$ cat config.mk
export PLATFORM = sky130hd
export DESIGN_NAME = segment_swapper
export DESIGN_NICKNAME = d
export VERILOG_FILES = /design/src/rtl/segment_swapper.sv
export SDC_FILE = /design/constraint.sdc
export NUM_CORES = 1
export LEC_CHECK = 0
export CAP_MARGIN = 20
export CORE_MARGIN = 3
export CORE_UTILIZATION = 35
export DETAILED_ROUTE_END_ITERATION = 8
export SLEW_MARGIN = 20
export SYNTH_ARGS = -nofsm -noshare
export SYNTH_HDL_FRONTEND = slang
export SYNTH_SLANG_ARGS = --single-unit
$ cat constraint.sdc
create_clock -name clk -period 7.6 [get_ports clk]
set_input_delay 1.52 -clock clk [delete_from_list [all_inputs] [get_ports clk]]
set_output_delay 1.52 -clock clk [all_outputs]
set_load 0.005 [all_outputs]
$ cat src/rtl/segment_swapper.sv
// segment_swapper
//   Splits a DATA_W word into NSEG = DATA_W/SEG_W segments and permutes them
//   per beat: pass, pairwise swap, reverse, or rotate-left by rot_amt.
//   There is one registered output stage behind a valid/ready interface.
//   A saturating counter tracks accepted beats whose mode is not pass.
//   Optional feature: define SEGSWAP_PARITY_EN to add out_parity, the even
//   parity of each output segment, registered together with out_data.
//   DATA_W must be a multiple of SEG_W, and NSEG must be even and >= 2.
//
//   Handshake: a beat moves on an edge where valid && ready are both high.
//   in_ready = !out_valid || out_ready, so the single output register can
//   refill in the same cycle that it drains. While out_valid is high and
//   out_ready is low, out_data/out_valid hold and nothing new is accepted.
module segment_swapper #(
  parameter int DATA_W = 32,
  parameter int SEG_W  = 4,
  parameter int CNT_W  = 16
) (
  input  logic                              clk,
  input  logic                              reset,
  input  logic                              in_valid,
  output logic                              in_ready,
  input  logic [DATA_W-1:0]                 in_data,
  input  logic [1:0]                        mode,
  input  logic [$clog2(DATA_W/SEG_W)-1:0]   rot_amt,
  output logic                              out_valid,
  input  logic                              out_ready,
  output logic [DATA_W-1:0]                 out_data,
  input  logic                              cnt_clr,
  output logic [CNT_W-1:0]                  beat_cnt
`ifdef SEGSWAP_PARITY_EN
  ,
  output logic [DATA_W/SEG_W-1:0]           out_parity
`endif
);

  localparam int NSEG = DATA_W / SEG_W;
  // NSEG >= 2 always, so $clog2 is at least 1 here.
  localparam int RW   = (NSEG > 2) ? $clog2(NSEG) : 1;
  localparam logic [CNT_W-1:0] CNT_MAX = '1;

  typedef enum logic [1:0] {
    MODE_PASS = 2'd0,
    MODE_PAIR = 2'd1,
    MODE_REV  = 2'd2,
    MODE_ROT  = 2'd3
  } mode_e;

  // Source segment that feeds output segment i under mode m.
  // For rotate-left by r: out[(i+r) mod NSEG] = in[i]. Equivalently,
  // out[i] = in[(i - r) mod NSEG]. Adding NSEG keeps the operand positive.
  function automatic int src_seg(input int i, input mode_e m, input int r);
    int s;
    s = i;
    case (m)
      MODE_PASS: s = i;
      MODE_PAIR: s = i ^ 1;
      MODE_REV:  s = NSEG - 1 - i;
      MODE_ROT:  s = (i + NSEG - r) % NSEG;
      default:   s = i;
    endcase
    return s;
  endfunction

  mode_e             mode_sel;
  logic [RW-1:0]     rot_amt_l;
  int                rot_r;
  logic [DATA_W-1:0] perm_data;
  logic              accept;
  logic              cnt_inc;

  logic              out_valid_d, out_valid_q;
  logic [DATA_W-1:0] out_data_d,  out_data_q;
  logic [CNT_W-1:0]  beat_cnt_d,  beat_cnt_q;

  assign mode_sel  = mode_e'(mode);
  assign rot_amt_l = rot_amt;

  assign in_ready  = !out_valid_q || out_ready;
  assign accept    = in_valid && in_ready;
  assign cnt_inc   = accept && (mode_sel != MODE_PASS) && (beat_cnt_q != CNT_MAX);

  // Segment permutation of the incoming word. Each output segment is built
  // as a mux over all input segments. Every select index is then a
  // constant, and no variable part-select is needed.
  always_comb begin
    rot_r     = int'(rot_amt_l) % NSEG;
    perm_data = '0;
    for (int i = 0; i < NSEG; i++) begin
      for (int j = 0; j < NSEG; j++) begin
        if (j == src_seg(i, mode_sel, rot_r)) begin
          perm_data[i*SEG_W +: SEG_W] = in_data[j*SEG_W +: SEG_W];
        end
      end
    end
  end

  // Next state for the output register and the permuted-beat counter.
  always_comb begin
    out_valid_d = out_valid_q;
    out_data_d  = out_data_q;
    beat_cnt_d  = beat_cnt_q;
    if (accept) begin
      out_valid_d = 1'b1;
      out_data_d  = perm_data;
    end else if (out_ready) begin
      out_valid_d = 1'b0;
    end
    // A clear wins over a same-cycle increment.
    if (cnt_clr) begin
      beat_cnt_d = '0;
    end else if (cnt_inc) begin
      beat_cnt_d = beat_cnt_q + CNT_W'(1);
    end
  end

  // State registers; a synchronous reset drops any beat that is held.
  always_ff @(posedge clk) begin
    if (reset) begin
      out_valid_q <= 1'b0;
      out_data_q  <= '0;
      beat_cnt_q  <= '0;
    end else begin
      out_valid_q <= out_valid_d;
      out_data_q  <= out_data_d;
      beat_cnt_q  <= beat_cnt_d;
    end
  end

  assign out_valid = out_valid_q;
  assign out_data  = out_data_q;
  assign beat_cnt  = beat_cnt_q;

`ifdef SEGSWAP_PARITY_EN
  logic [NSEG-1:0] perm_par;
  logic [NSEG-1:0] out_parity_d, out_parity_q;

  // Even-parity bit for each permuted segment.
  always_comb begin
    perm_par = '0;
    for (int i = 0; i < NSEG; i++) begin
      perm_par[i] = ^perm_data[i*SEG_W +: SEG_W];
    end
  end

  // Parity loads on the same accept as out_data and holds otherwise.
  always_comb begin
    out_parity_d = out_parity_q;
    if (accept) begin
      out_parity_d = perm_par;
    end
  end

  // Parity register.
  always_ff @(posedge clk) begin
    if (reset) begin
      out_parity_q <= '0;
    end else begin
      out_parity_q <= out_parity_d;
    end
  end

  assign out_parity = out_parity_q;
`endif

endmodule
**Yosys cells after proc, flatten, opt, wreduce, memory -nomap -nowiden**

Index checks and enable logic that the tools add are counted.

- Bits in registers: 49
- Bits in latches: 0
- RAM bits: 0
- Memory bits (read-only): 0
- Bits of input ports: 42
- Output and inout bits: 50
- Memories: 0

- $add $sub $neg: 9
- Multipliers: 0
- Div/mod/pow operators: 0
- Order comparisons: 0
- Equal/unequal tests: 60
- Shift operators: 0
- Muxes and demuxes: 74
- Bitwise operators: 8
- Reduce and logical (&&, ||, !) cells: 25

Operators with widths:

| cell | number |
|---|---|
| equality test 4 x 32 -> 1 bit (first input constant) | 32 |
| case mux 32 bit (4 select lines) | 8 |
| equality test 3 x 32 -> 1 bit (first input constant) | 16 |
| equality test 2 x 32 -> 1 bit (first input constant) | 8 |
| zero test 32 bit | 8 |
| two-way mux 4 bit | 64 |
| subtractor 4 x 3 -> 5 bit (first input constant) | 8 |
| OR reduction 3 bit | 8 |
| adder 16 x 1 -> 16 bit (second input constant) | 1 |
| != test 16 bit (second input constant) | 1 |
| bitwise AND 1 bit | 8 |
| equality test 2 bit (second input constant) | 2 |
| nonzero test 2 bit | 2 |
| logical AND 1 bit | 3 |
| equality test 2 x 1 -> 1 bit (second input constant) | 1 |
| zero test 2 bit | 1 |
| two-way mux 1 bit | 2 |
| OR reduction 2 bit | 1 |
| zero test 1 bit | 1 |
| logical OR 1 bit | 1 |

**Depth between registers and ports, before layout**

- Depth after elaboration: 13
- Depth in mapped cells: 11

**Worst setup path before layout**

Ideal clock, no wire load.

- Path kind: input to register
- From: input port rot_amt[0]
- To: register out_data_q[27] (netlist: out_data[27])
- Setup time: 0.076 ns
- Arrival: 3.682 ns
- Data required time: 7.524 ns
- Path slack: 3.842 ns
- Stages: 11
- Path through: buf_4 buf_2 clkinv_1 ha_1 buf_2 nor2_1 a31o_1 buf_6 nor3_4 or4b_1 o22ai_1

- Longest elaborated chain between the ends: 13

RTL lines:

| what | RTL line | source |
|---|---|---|
| from (decl) | 25 | `input logic [$clog2(DATA_W/SEG_W)-1:0] rot_amt,` |
| subtractor 4 x 3 -> 5 bit * | 59 | `MODE_ROT: s = (i + NSEG - r) % NSEG;` |
| OR reduction 3 bit (no source line) | - |  |
| bitwise AND 1 bit (no source line) | - |  |
| case mux 32 bit (4 select lines) * | 55 | `case (m)` |
| zero test 32 bit | 91 | `if (j == src_seg(i, mode_sel, rot_r)) begin` |
| two-way mux 4 bit (7 in a row) | 91 |  |
| two-way mux 4 bit * | 91 |  |
| to (signal assigned) | 125 | `out_data_q <= out_data_d;` |
| to (decl) | 73 | `logic [DATA_W-1:0] out_data_d, out_data_q;` |

Every way passes the cells marked *; elsewhere a longest branch is shown, timed or not.
A chain may end at the register's enable or synchronous reset.

**Worst setup path in the final report**

- From: input port rot_amt[1]
- To: register out_data_q[16] (netlist: out_data[16])

Same word-level chain as after synthesis.

==> flow_metrics.tcl <==
set metrics [dict create \
    path_cells "clkdlybuf4s50_1 -> buf_4 -> inv_1 -> ha_1 -> nor2b_1 -> a21oi_1 -> o22ai_1 -> a211oi_1 -> o41ai_1" \
    core_region_area_um2 13990 \
    grt_max_degree 78 \
    grt_pass1_vias 5869 \
    critPathKind "input pin to register" \
    cts_resized 0 \
    clock.fmax_ghz 0.2082 \
    cts.path.max_buffers 2 \
    critPathLaunch "rot_amt[1]" \
    synth_nets 741 \
    clkTransAtPathRegs_ps 70 \
    synthArstFlopShare_pct 0 \
    critPathTopFamily "simple AND/OR/NAND/NOR gates" \
    syn_avg_cell_area_um2 7.241 \
    synth_enable_flop_cells 0 \
    setup.worst_path.start_class "input pin" \
    hold_depth 1 \
    setup_violations 0 \
    clock_sinks 49 \
    insertion_delay_ps 300 \
    critPathCaptureType "register" \
    min_from "out_data[26]$_SDFFE_PP0P_" \
    finalHoldViolations 0 \
    min_to "out_data[26]$_SDFFE_PP0P_" \
    num_vias 6239 \
    r2r_end "beat_cnt[5]$_SDFFE_PP0P_" \
    htree_levels 2 \
    die_w_um 126 \
    syn_area_um2 5040 \
    grt_pass1_wl_mm 34.59 \
    postLayoutCellArea_um2 6018 \
    clockPowerShare_pct 28.1 \
    cap_violations 0 \
    layout_setup_ws_ps 2797 \
    status "completed" \
    slew_headroom_pct 24.80 \
    crit_arrival_ps 4990 \
    seqPwrFrac_pct 34.0 \
    power_leakage_uw 0.001945 \
    diodes 0 \
    switching_share_pct 37.34 \
    start_util_pct 36.03 \
    path_buf_inv 3 \
    placement_rows 43 \
    die_h_um 126 \
    drc 0 \
    p_per_area_nw_per_um2 138.4 \
    routed_wl_mm 22.47 \
    fin_worst_skew_ps 3.197 \
    min_path_type "register to register" \
    worst_slew_pin_slew_ps 1126 \
    syn_inst 696 \
    slew_viol_final 0 \
    dp_cells 895 \
    reg2reg_from "beat_cnt[0]$_SDFFE_PP0P_" \
    cts_hold_buf 0 \
    die-area_um2 15880 \
    power.share.combinational_pct 37.9 \
    ys.flop_type "dfxtp_1" \
    area_delta_synth_final_pct 19.41 \
    antenna_found_initial 0 \
    drt-vias-per-instance 6.902 \
    path_max_fanout 35 \
    drtIter0Drc 743 \
    tritoncts "done" \
    cellInternalPower_uw 522.0 \
    hpwl_mm 15.61 \
    r2r_cells 7 \
    place_congestion 0.9866 \
    io_pins 92 \
    yosysSeqAreaShare_pct 19.46 \
    drive_gt1_share_pct 6.215 \
    pre_cts_ws_ps 2640 \
    ys_types 84 \
    slowest_delay_ps 970 \
    nets 768 \
    rsz0062_at_grt "false" \
    final_antenna_net_count 0 \
    numCtsBuffers 5 \
    ir_drop_uv 83.44 \
    drt_pass1_iterations 6 \
    avgRoutedWirePerCell_um 24.86 \
    slowest_stage "nor2b_1" \
    period_share_pct 63.20 \
    p_sw_uw 311.1 \
    final_cells 904 \
    grt.total_usage_pct 27.07 \
    n_fill_cell 1473 \
    numPortBuffers 91 \
    place_area_um2 5859 \
    synth-seq-cells 49 \
    yosysWarnings 0 \
    overflow 0 \
    postCtsSetupBuffers 0 \
    r2r_setup_slack_ps 5210 \
    tns_ps 0 \
    power_uw 833.0 \
    root_buffer "clkbuf_16" \
    required_ps 7790 \
    fin_crit_ps 4803 \
]
==> cells in the mapped netlist, types with 13 or more instances <==
cell,n,share of area [%]
a21oi_1,49,4.9
a221oi_1,14,2.4
a22oi_1,13,1.9
buf_2,31,3.1
clkbuf_1,40,3.0
dfxtp_1,49,19
inv_1,15,1.1
nand2_1,40,3.0
nand3_1,30,3.0
nor2_1,58,4.3
nor2b_1,13,1.6
nor3_1,26,2.6
o21ai_0,38,3.8
o221ai_1,15,2.6
xnor2_1,15,2.6
==> cells in the final DEF, fill, tap and decap left out, types with 6 or more instances in the layout <==
master           count
buf_4               12
nand2b_1            12
nor3_1              25
o2bb2ai_1            7
a22o_1               7
a211oi_1            12
a21o_1               9
nand3_1             30
nor4_1               7
a221oi_1            14
o32ai_1              6
xnor2_1             15
nor2_1              58
o221ai_1            15
o21ai_0             38
o22ai_1             12
o31ai_1              6
a2111oi_0           10
nand4_1             10
dfxtp_1             49
a21oi_1             49
mux2i_1              7
a22oi_1             13
clkdlybuf4s50_1     90
inv_1               15
nor2b_1             13
nor4b_1              6
and3_1               7
nand2_1             40
a31oi_1             10
o21a_1               9
a221o_1             11
==> flip-flops by register name, indices dropped and copies added (netlist names) <==
| signal | cells |
|---|---|
| out_valid | 1 |
| out_data | 32 |
| beat_cnt | 16 |
==> per-stage QoR <==
step,util [%],hold WS [ps]
3_3_place_gp,41.89,469.9
2_1_floorplan,-,444.2
6_report,43.02,485.3
3_5_place_dp,41.89,469.1
5_1_grt,43.02,502.0
4_1_cts,42.97,484.5
==> area by class of cell <==
| cell class | count | area [um^2] | area share (%) |
|---|---|---|---|
| Tap cell | 180 | 225.2 | 3.742 |
| Multi-Input combinational cell | 547 | 3597 | 59.77 |
| Timing Repair Buffer | 104 | 1003 | 16.67 |
| Clock inverter | 3 | 26.28 | 0.4366 |
| Sequential cell | 49 | 980.9 | 16.30 |
| Clock buffer | 5 | 125.1 | 2.079 |
| Inverter | 16 | 60.06 | 0.9979 |
==> metal layers <==
metal	GRT usage, %	up-vias	part of all wire (%)
met4	13.50	0	5.4
met1	37.05	2944	41
met2	39.00	457	42
met3	7.422	89	12
li1	-	2749	-
met5	0	-	0
==> how the worst max path moves through the flow <==
stage,endpoint,slack [ps],depth (start not counted)
2_1_floorplan,out_data[27]$_SDFFE_PP0P_,3840,11
3_3_place_gp,out_data[18]$_SDFFE_PP0P_,2760,9
3_5_place_dp,out_data[16]$_SDFFE_PP0P_,2640,9
4_1_cts,out_data[16]$_SDFFE_PP0P_,2960,9
5_1_grt,out_data[24]$_SDFFE_PP0P_,2590,9
6_report,out_data[16]$_SDFFE_PP0P_,2800,9
==> power by group through the flow <==
stage                     Sequential [uW]  Clock, uW  Combinational (uW)
after floorplan                       288          0                 187
after global placement                288          0                 304
after detailed placement              289          0                 304
after CTS                             283        240                 306
after global routing                  285        251                 335
final                                 283        234                 316
==> cell families (layout without fill, tap and decap cells) <==
kind of cell | count (synthesis) | count (layout) | synth area share [%]
xor gates and xnor gates | 18 | 18 | 3.277
adders and majority gates | 3 | 3 | 0.7449
buffers and inverters | 100 | 128 | 9.260
and+or+nand+nor | 242 | 242 | 25.47
DFF | 49 | 49 | 19.46
muxes | 11 | 11 | 2.284
AOI/OAI and AO/OA | 273 | 273 | 39.50
Note: power is estimated with default switching activity, not from simulation.
